`config.mk`:
```
export PLATFORM = sky130hd
export DESIGN_NAME = mul_fu_ctrl
export DESIGN_NICKNAME = d
export VERILOG_FILES = /design/src/rtl/mul_pkg.sv /design/src/rtl/mul_rq_fifo.sv /design/src/rtl/mul_wallace32.sv /design/src/rtl/mul_fu_ctrl.sv
export SDC_FILE = /design/constraint.sdc
export NUM_CORES = 2
export LEC_CHECK = 0
export ABC_AREA = 1
export BUFFER_PORTS_ARGS = -buffer_cell sky130_fd_sc_hd__buf_2
export CORE_MARGIN = 5
export CORE_UTILIZATION = 50
export CTS_CLUSTER_SIZE = 10
export DETAILED_ROUTE_END_ITERATION = 16
export GPL_TIMING_DRIVEN = 0
export PLACE_DENSITY = 0.69
export SLEW_MARGIN = 10
export SYNTH_ARGS = -nofsm -noshare
export SYNTH_HDL_FRONTEND = slang
export SYNTH_HIERARCHICAL = 1
export SYNTH_SLANG_ARGS = --single-unit
```
`constraint.sdc`:
```
create_clock -name clk -period 6 [get_ports clk]
set_clock_uncertainty 0.15 [all_clocks]
set_input_delay 1.2 -clock clk [delete_from_list [all_inputs] [get_ports clk]]
set_output_delay 1.2 -clock clk [all_outputs]
set_load 0.005 [all_outputs]
```
`src/rtl/mul_pkg.sv`:
```
// Shared types and widths for the multiply functional-unit controller.
//   MUL_TAG_W : reservation-station tag width carried in the payload structs
//   mul_op_t  : per-stage control {valid, tag, hi}
//   mul_res_t : result-buffer entry {tag, data}
package mul_pkg;

    localparam int unsigned MUL_TAG_W = 4;
    localparam int unsigned DATA_W    = 32;

    typedef struct packed {
        logic                 valid;
        logic [MUL_TAG_W-1:0] tag;
        logic                 hi;
    } mul_op_t;

    typedef struct packed {
        logic [MUL_TAG_W-1:0] tag;
        logic [DATA_W-1:0]    data;
    } mul_res_t;

    // Pick the requested 32-bit half of a 64-bit product.
    function automatic logic [DATA_W-1:0] sel_half(input logic [2*DATA_W-1:0] p,
                                                   input logic hi);
        return hi ? p[2*DATA_W-1:DATA_W] : p[DATA_W-1:0];
    endfunction

endpackage

```
`src/rtl/mul_rq_fifo.sv`:
```
// Result buffer: synchronous FIFO of mul_res_t with flush and combinational head.
//   clk_i, rst_i : clock, synchronous active-high reset (also clears storage)
//   flush_i      : empty the FIFO at this edge
//   wr_en_i/wr_data_i : push
//   rd_en_i      : pop head (ignored when empty)
//   head_o       : current head, zero when empty
//   full_o, empty_o : occupancy flags
module mul_rq_fifo
    import mul_pkg::*;
#(
    parameter int unsigned DEPTH = 4
) (
    input  logic     clk_i,
    input  logic     rst_i,
    input  logic     flush_i,
    input  logic     wr_en_i,
    input  mul_res_t wr_data_i,
    input  logic     rd_en_i,
    output mul_res_t head_o,
    output logic     full_o,
    output logic     empty_o
);

    localparam int unsigned IW = (DEPTH > 1) ? $clog2(DEPTH) : 1;
    localparam int unsigned CW = $clog2(DEPTH + 1);

    mul_res_t        mem_q [DEPTH];
    logic [IW-1:0]   wr_ptr_q, rd_ptr_q;
    logic [CW-1:0]   cnt_q;
    logic            do_wr, do_rd;

    // Wrap explicitly so non-power-of-two depths work.
    function automatic logic [IW-1:0] ptr_inc(input logic [IW-1:0] p);
        return (p == IW'(DEPTH - 1)) ? '0 : p + IW'(1);
    endfunction

    assign empty_o = (cnt_q == '0);
    assign full_o  = (cnt_q == CW'(DEPTH));
    assign head_o  = empty_o ? '0 : mem_q[rd_ptr_q];
    assign do_wr   = wr_en_i;
    assign do_rd   = rd_en_i && !empty_o;

    always_ff @(posedge clk_i) begin
        if (rst_i) begin
            for (int i = 0; i < int'(DEPTH); i++) mem_q[i] <= '0;
            wr_ptr_q <= '0;
            rd_ptr_q <= '0;
            cnt_q    <= '0;
        end else if (flush_i) begin
            wr_ptr_q <= '0;
            rd_ptr_q <= '0;
            cnt_q    <= '0;
        end else begin
            if (do_wr) begin
                mem_q[wr_ptr_q] <= wr_data_i;
                wr_ptr_q        <= ptr_inc(wr_ptr_q);
            end
            if (do_rd) rd_ptr_q <= ptr_inc(rd_ptr_q);
            if (do_wr && !do_rd)      cnt_q <= cnt_q + CW'(1);
            else if (do_rd && !do_wr) cnt_q <= cnt_q - CW'(1);
        end
    end

endmodule

```
`src/rtl/mul_wallace32.sv`:
```
// 32x32 unsigned multiplier datapath (CSA tree plus final adder), purely
// combinational; the multiply operator maps onto the tree in synthesis.
//   a_i, b_i : unsigned operands
//   p_o      : 64-bit product
module mul_wallace32 (
    input  logic [31:0] a_i,
    input  logic [31:0] b_i,
    output logic [63:0] p_o
);

    assign p_o = 64'(a_i) * 64'(b_i);

endmodule

```
`src/rtl/mul_fu_ctrl.sv`:
```
// Multiply functional-unit controller: credit-gated issue into a fixed-latency
// multiply pipeline, results buffered in order for the CDB arbiter.
//   iss_*   : issue handshake from the multiply reservation stations
//   cdb_*   : result-buffer head offered to the CDB arbiter
//   flush   : squash all in-flight and buffered ops
//   busy    : any op in the pipeline or buffer
module mul_fu_ctrl
    import mul_pkg::*;
#(
    parameter int unsigned LAT      = 3,
    parameter int unsigned RQ_DEPTH = 4,
    parameter int unsigned TAG_W    = MUL_TAG_W
) (
    input  logic             clk,
    input  logic             rst,
    input  logic             iss_valid,
    output logic             iss_ready,
    input  logic [TAG_W-1:0] iss_tag,
    input  logic [31:0]      iss_a,
    input  logic [31:0]      iss_b,
    input  logic             iss_hi,
    output logic             cdb_req,
    input  logic             cdb_grant,
    output logic [TAG_W-1:0] cdb_tag,
    output logic [31:0]      cdb_data,
    input  logic             flush,
    output logic             busy
);

    localparam int unsigned CRED_W = $clog2(RQ_DEPTH + 1);

    logic [CRED_W-1:0] cred_q, cred_d;
    logic              accept, pop;
    logic [31:0]       a_q, b_q;
    mul_op_t           op1_q;
    logic [63:0]       prod;
    mul_op_t           last_op;
    logic [63:0]       last_prod;
    logic              pipe_busy;
    mul_res_t          wr_res, head;
    logic              fifo_full, fifo_empty;

    assign iss_ready = (cred_q != '0) && !flush;
    assign accept    = iss_valid && iss_ready;
    assign cdb_req   = !fifo_empty && !flush;
    assign pop       = cdb_req && cdb_grant;

    // Credits count free slots across pipeline and buffer together.
    always_comb begin
        cred_d = cred_q;
        if (accept && !pop)      cred_d = cred_q - CRED_W'(1);
        else if (pop && !accept) cred_d = cred_q + CRED_W'(1);
    end

    always_ff @(posedge clk) begin
        if (rst || flush) cred_q <= CRED_W'(RQ_DEPTH);
        else              cred_q <= cred_d;
    end

    // Stage s1: operands and control; accept is already low during flush.
    always_ff @(posedge clk) begin
        if (rst) begin
            a_q   <= '0;
            b_q   <= '0;
            op1_q <= '0;
        end else begin
            op1_q.valid <= accept;
            if (accept) begin
                a_q       <= iss_a;
                b_q       <= iss_b;
                op1_q.tag <= MUL_TAG_W'(iss_tag);
                op1_q.hi  <= iss_hi;
            end
        end
    end

    mul_wallace32 u_mul (
        .a_i (a_q),
        .b_i (b_q),
        .p_o (prod)
    );

    // Stages s2..sLAT carry product and control side by side.
    if (LAT == 1) begin : g_lat1
        assign last_op   = op1_q;
        assign last_prod = prod;
        assign pipe_busy = 1'b0;
    end else begin : g_pipe
        mul_op_t     op_q   [LAT-1];
        logic [63:0] prod_q [LAT-1];

        always_ff @(posedge clk) begin
            if (rst) begin
                for (int k = 0; k < int'(LAT) - 1; k++) begin
                    op_q[k]   <= '0;
                    prod_q[k] <= '0;
                end
            end else begin
                op_q[0]   <= op1_q;
                prod_q[0] <= prod;
                for (int k = 1; k < int'(LAT) - 1; k++) begin
                    op_q[k]   <= op_q[k-1];
                    prod_q[k] <= prod_q[k-1];
                end
                if (flush) begin
                    for (int k = 0; k < int'(LAT) - 1; k++) op_q[k].valid <= 1'b0;
                end
            end
        end

        always_comb begin
            pipe_busy = 1'b0;
            for (int k = 0; k < int'(LAT) - 1; k++) pipe_busy = pipe_busy | op_q[k].valid;
        end

        assign last_op   = op_q[LAT-2];
        assign last_prod = prod_q[LAT-2];
    end

    assign wr_res.tag  = last_op.tag;
    assign wr_res.data = sel_half(last_prod, last_op.hi);

    mul_rq_fifo #(.DEPTH(RQ_DEPTH)) u_rq (
        .clk_i     (clk),
        .rst_i     (rst),
        .flush_i   (flush),
        .wr_en_i   (last_op.valid),
        .wr_data_i (wr_res),
        .rd_en_i   (pop),
        .head_o    (head),
        .full_o    (fifo_full),
        .empty_o   (fifo_empty)
    );

    // Credits make a write into a full buffer impossible.
    always_ff @(posedge clk) begin
        if (!rst && !flush && last_op.valid) assert (!fifo_full);
    end

    assign cdb_tag  = TAG_W'(head.tag);
    assign cdb_data = head.data;
    assign busy     = op1_q.valid || pipe_busy || !fifo_empty;

endmodule
```
==> results.md <==
- Status: complete, but fails checks
- Violated checks: setup timing
- Die Width: between 300 and 400 um
- CTS tree: yes
- Final Critical Period: around 7 ns
- Fin. Hold Viols: 0
- Nets@finish: 8244
- Hold-fix buffers at CTS: 0
- Antenna Violating Nets Remaining: 0
- DP Worst Slack: -1.92 ns
- Final hold slack: ~0.25 ns
- Hold Path Class: register to register
- Synthesized cell area: between 50000 and 60000 um^2
- Fraction of layout cells with a size suffix above 1: a little over a fifth
- Final TNS setup: -38.30 ns
- End-of-flow core utilization: between 60% and 70%
- Number of core rows: roughly 120
- Leak: between 30 and 40 nW
- Hold Startpoint: g_pipe.prod_q[0][23]$_SDFF_PP0_
- Via Count: around 44k
- Die height: roughly 330 um
- Sw Share: a little under half
- Max Fclk: around 0.14 GHz
- Worst slew margin: a little over two fifths
- Initial DRC count: approximately 4.5k
- Non-Filler Instances: roughly 8.4k
- Startpoint types: register
- Worst-path cell chain: clkbuf_4 > nand2_1 > fa_1 > fa_2 > fa_1 > inv_2 > fa_1 > fa_1 > fa_2 > fa_2 > ha_4 > nand2_4 > nor2_4 > nand2_2 > nor2_1 > nand2_1 > nand2_4 > nand2_1 > nand2_1 > nand2_1 > nand2_1 > inv_1 > nor2_1
- Cells after Synth: 6608
- Clock root buffer: clkbuf_16
- Cell mode on critical path: nand2_1
- Final cycle utilization of the critical path: 117%
- Io pins: 113
- Crit path max fanout: 10
- Clock power share: a little under a fifth
- CP Data Arrival Time: ~7.4 ns
- Net Switching: approximately 6.3 mW
- Clock Latency Late Sink: 0.66 ns
- GR Util All Layers: between 30% and 40%
- Worst EP required: about 6.4 ns
- Initial antenna violation count: 2
- Number of global-route vias before repair: 44.3k
- WP depth: 23
- RSZ-0062 raised after global routing: yes
- Actual slew at the worst max-slew pin: slightly below 0.9 ns
- Gp weighted congestion: between 1 and 1.5
- Die footprint: about 110000 um^2
- Worst Path Buf+Inv: 3
- WHS Path Cells: 2
- Mapped Nets: 7847
- Worst r2r src: b_q[1]$_SDFFE_PP0P_
- Dpl cell area: around 54000 um^2
- DRT Pass-1 Iters: 6
- First-pass GRT wire length: 283 mm
- Maximum VDD drop: a little under 300 uV
- Num CTS Buffers: 45
- Reg-to-Reg End: g_pipe.prod_q[0][61]$_SDFF_PP0_
- Power per standard cell area: ~220 nW/um^2
- CTS max path bufs: 3
- Global route overflow: 0
- Hold Path End: g_pipe.prod_q[0][87]$_SDFF_PP0_
- Slew Viols, Final: 0
- Cell area after layout: slightly above 60000 um^2
- Final setup fails: approximately 50
- Crit end category: register
- Seq pwr share: between 20% and 30%
- Clock-pin transition on the worst setup and hold timing paths: approximately 0.060 ns
- Initial Util: around half
- Worst setup margin: -1.00 ns
- Placed insts: around 8k
- Crit-path max cell delay: roughly 0.64 ns
- Hpwl dp: roughly 150 mm
- Clk sinks: ~370
- # DRC: 0
- Core region area: roughly 100000 um^2
- Total power: 13.8 mW
- Comb power frac: around three fifths
- Number of port buffers: around 110
- Worst path top cell family by delay: adder cells
- H-tree levels: 2
- Critical path's slowest cell: fa_1
- Max-Cap Viols: 0
- Area growth syn-to-layout: 22.8%
- Drt wl/cell: about 23 um
- R2R Setup Slk: -1.00 ns
- Yosys warnings: 6
- Pin count of the biggest net entering global routing: 37
- Worst Reg-to-Reg Cells: 23
- Routed vias/inst: 5.19
- WS Path Type: register to register
- Cell Int Power: between 7 and 8 mW
- Final WL: 195 mm
- Post-Syn Area per Cell: roughly 7.7 um^2
[sequential cells by signal (all words and copies together) (netlist names), named ones only]
signal and cells:
u_rq/cnt_q 3, op1_q 6, u_rq/mem_q 144, cred_q 3, b_q 32, u_rq/rd_ptr_q 2, a_q 32, u_rq/wr_ptr_q 2
g_pipe.prod_q 128, g_pipe.op_q 12
[power by group through the flow]
stage / Clock (mW) / Sequential, mW / Combinational [mW]
finish: 2.59 / 2.99 / 8.24
global route: 2.71 / 3.01 / 8.75
CTS: 2.63 / 2.98 / 7.50
detailed placement: 0 / 3.05 / 6.37
global placement: 0 / 3.05 / 6.34
floorplan: 0 / 2.96 / 4.20
[layer usage]
layer | wire (um) | vias up | share of wire [%] | track usage [%]
met4 | 13400 | 4 | 6.9 | 18.8
met2 | 82800 | 2471 | 42 | 54.5
met3 | 23800 | 567 | 12 | 11.1
met5 | 103 | - | 0.053 | 0
li1 | - | 19200 | - | -
met1 | 74800 | 21300 | 38 | 47.3
[how the worst max path moves through the flow]
| stage | start | endpoint | slack [ns] |
|---|---|---|---|
| floorplan | b_q[7]$_SDFFE_PP0P_ | g_pipe.prod_q[0][60]$_SDFF_PP0_ | -0.07 |
| global placement | b_q[1]$_SDFFE_PP0P_ | g_pipe.prod_q[0][47]$_SDFF_PP0_ | -1.90 |
| detailed placement | b_q[1]$_SDFFE_PP0P_ | g_pipe.prod_q[0][45]$_SDFF_PP0_ | -1.92 |
| CTS | b_q[22]$_SDFFE_PP0P_ | g_pipe.prod_q[0][46]$_SDFF_PP0_ | -0.87 |
| global route | b_q[7]$_SDFFE_PP0P_ | g_pipe.prod_q[0][45]$_SDFF_PP0_ | -1.10 |
| finish | b_q[1]$_SDFFE_PP0P_ | g_pipe.prod_q[0][61]$_SDFF_PP0_ | -1.00 |
[worst register-to-register path, cell delays in order (launching register included)]
cell,delay [ns]
dfxtp_2,0.60
clkbuf_4,0.45
nand2_1,0.15
fa_1,0.64
fa_2,0.58
fa_1,0.54
inv_2,0.04
fa_1,0.51
fa_1,0.43
fa_2,0.63
fa_2,0.56
ha_4,0.37
nand2_4,0.09
nor2_4,0.18
nand2_2,0.10
nor2_1,0.19
nand2_1,0.13
nand2_4,0.14
nand2_1,0.09
nand2_1,0.07
nand2_1,0.05
nand2_1,0.08
inv_1,0.04
nor2_1,0.07
[timing repair]
| action | in CTS | in global routing |
|---|---|---|
| endpoints found under the setup margin | 54 | 54 |
| buffers inserted | 171 | 68 |
| pin swaps | 277 | 325 |
| gates cloned | 2 | 1 |
| resized for setup | 731 | 449 |
[layout make-up]
type,count,area (um^2)
Sequential cell,366,8970
Timing Repair Buffer,353,3010
Multi-Input combinational cell,3968,36000
Antenna cell,4,10.0
Buffer,271,3610
Clock buffer,68,1220
Tap cell,1357,1700
Fill cell,8761,38200
Clock inverter,9,124
Inverter,2000,7520
[cell usage in the layout (no fill, tap or decap), types with 19 or more instances in the layout]
cell	n
o21ai_0	33
nand2_1	1620
clkbuf_1	41
nand2_2	179
xor2_1	20
nor2_2	25
nor2_1	487
a21oi_2	20
clkbuf_4	20
buf_6	63
buf_4	173
edfxtp_1	144
ha_1	206
nand4_1	19
nor2_4	54
fa_2	110
clkbuf_8	48
buf_12	34
inv_1	1815
nand2_4	78
inv_2	180
ha_4	58
mux2_2	30
nand3_1	37
nor3_1	39
clkbuf_16	116
buf_8	24
dfxtp_4	51
fa_1	788
nand3_2	22
dfxtp_1	162
buf_2	151
a21oi_1	59
No activity file was read; power rests on OpenSTA's default activity.
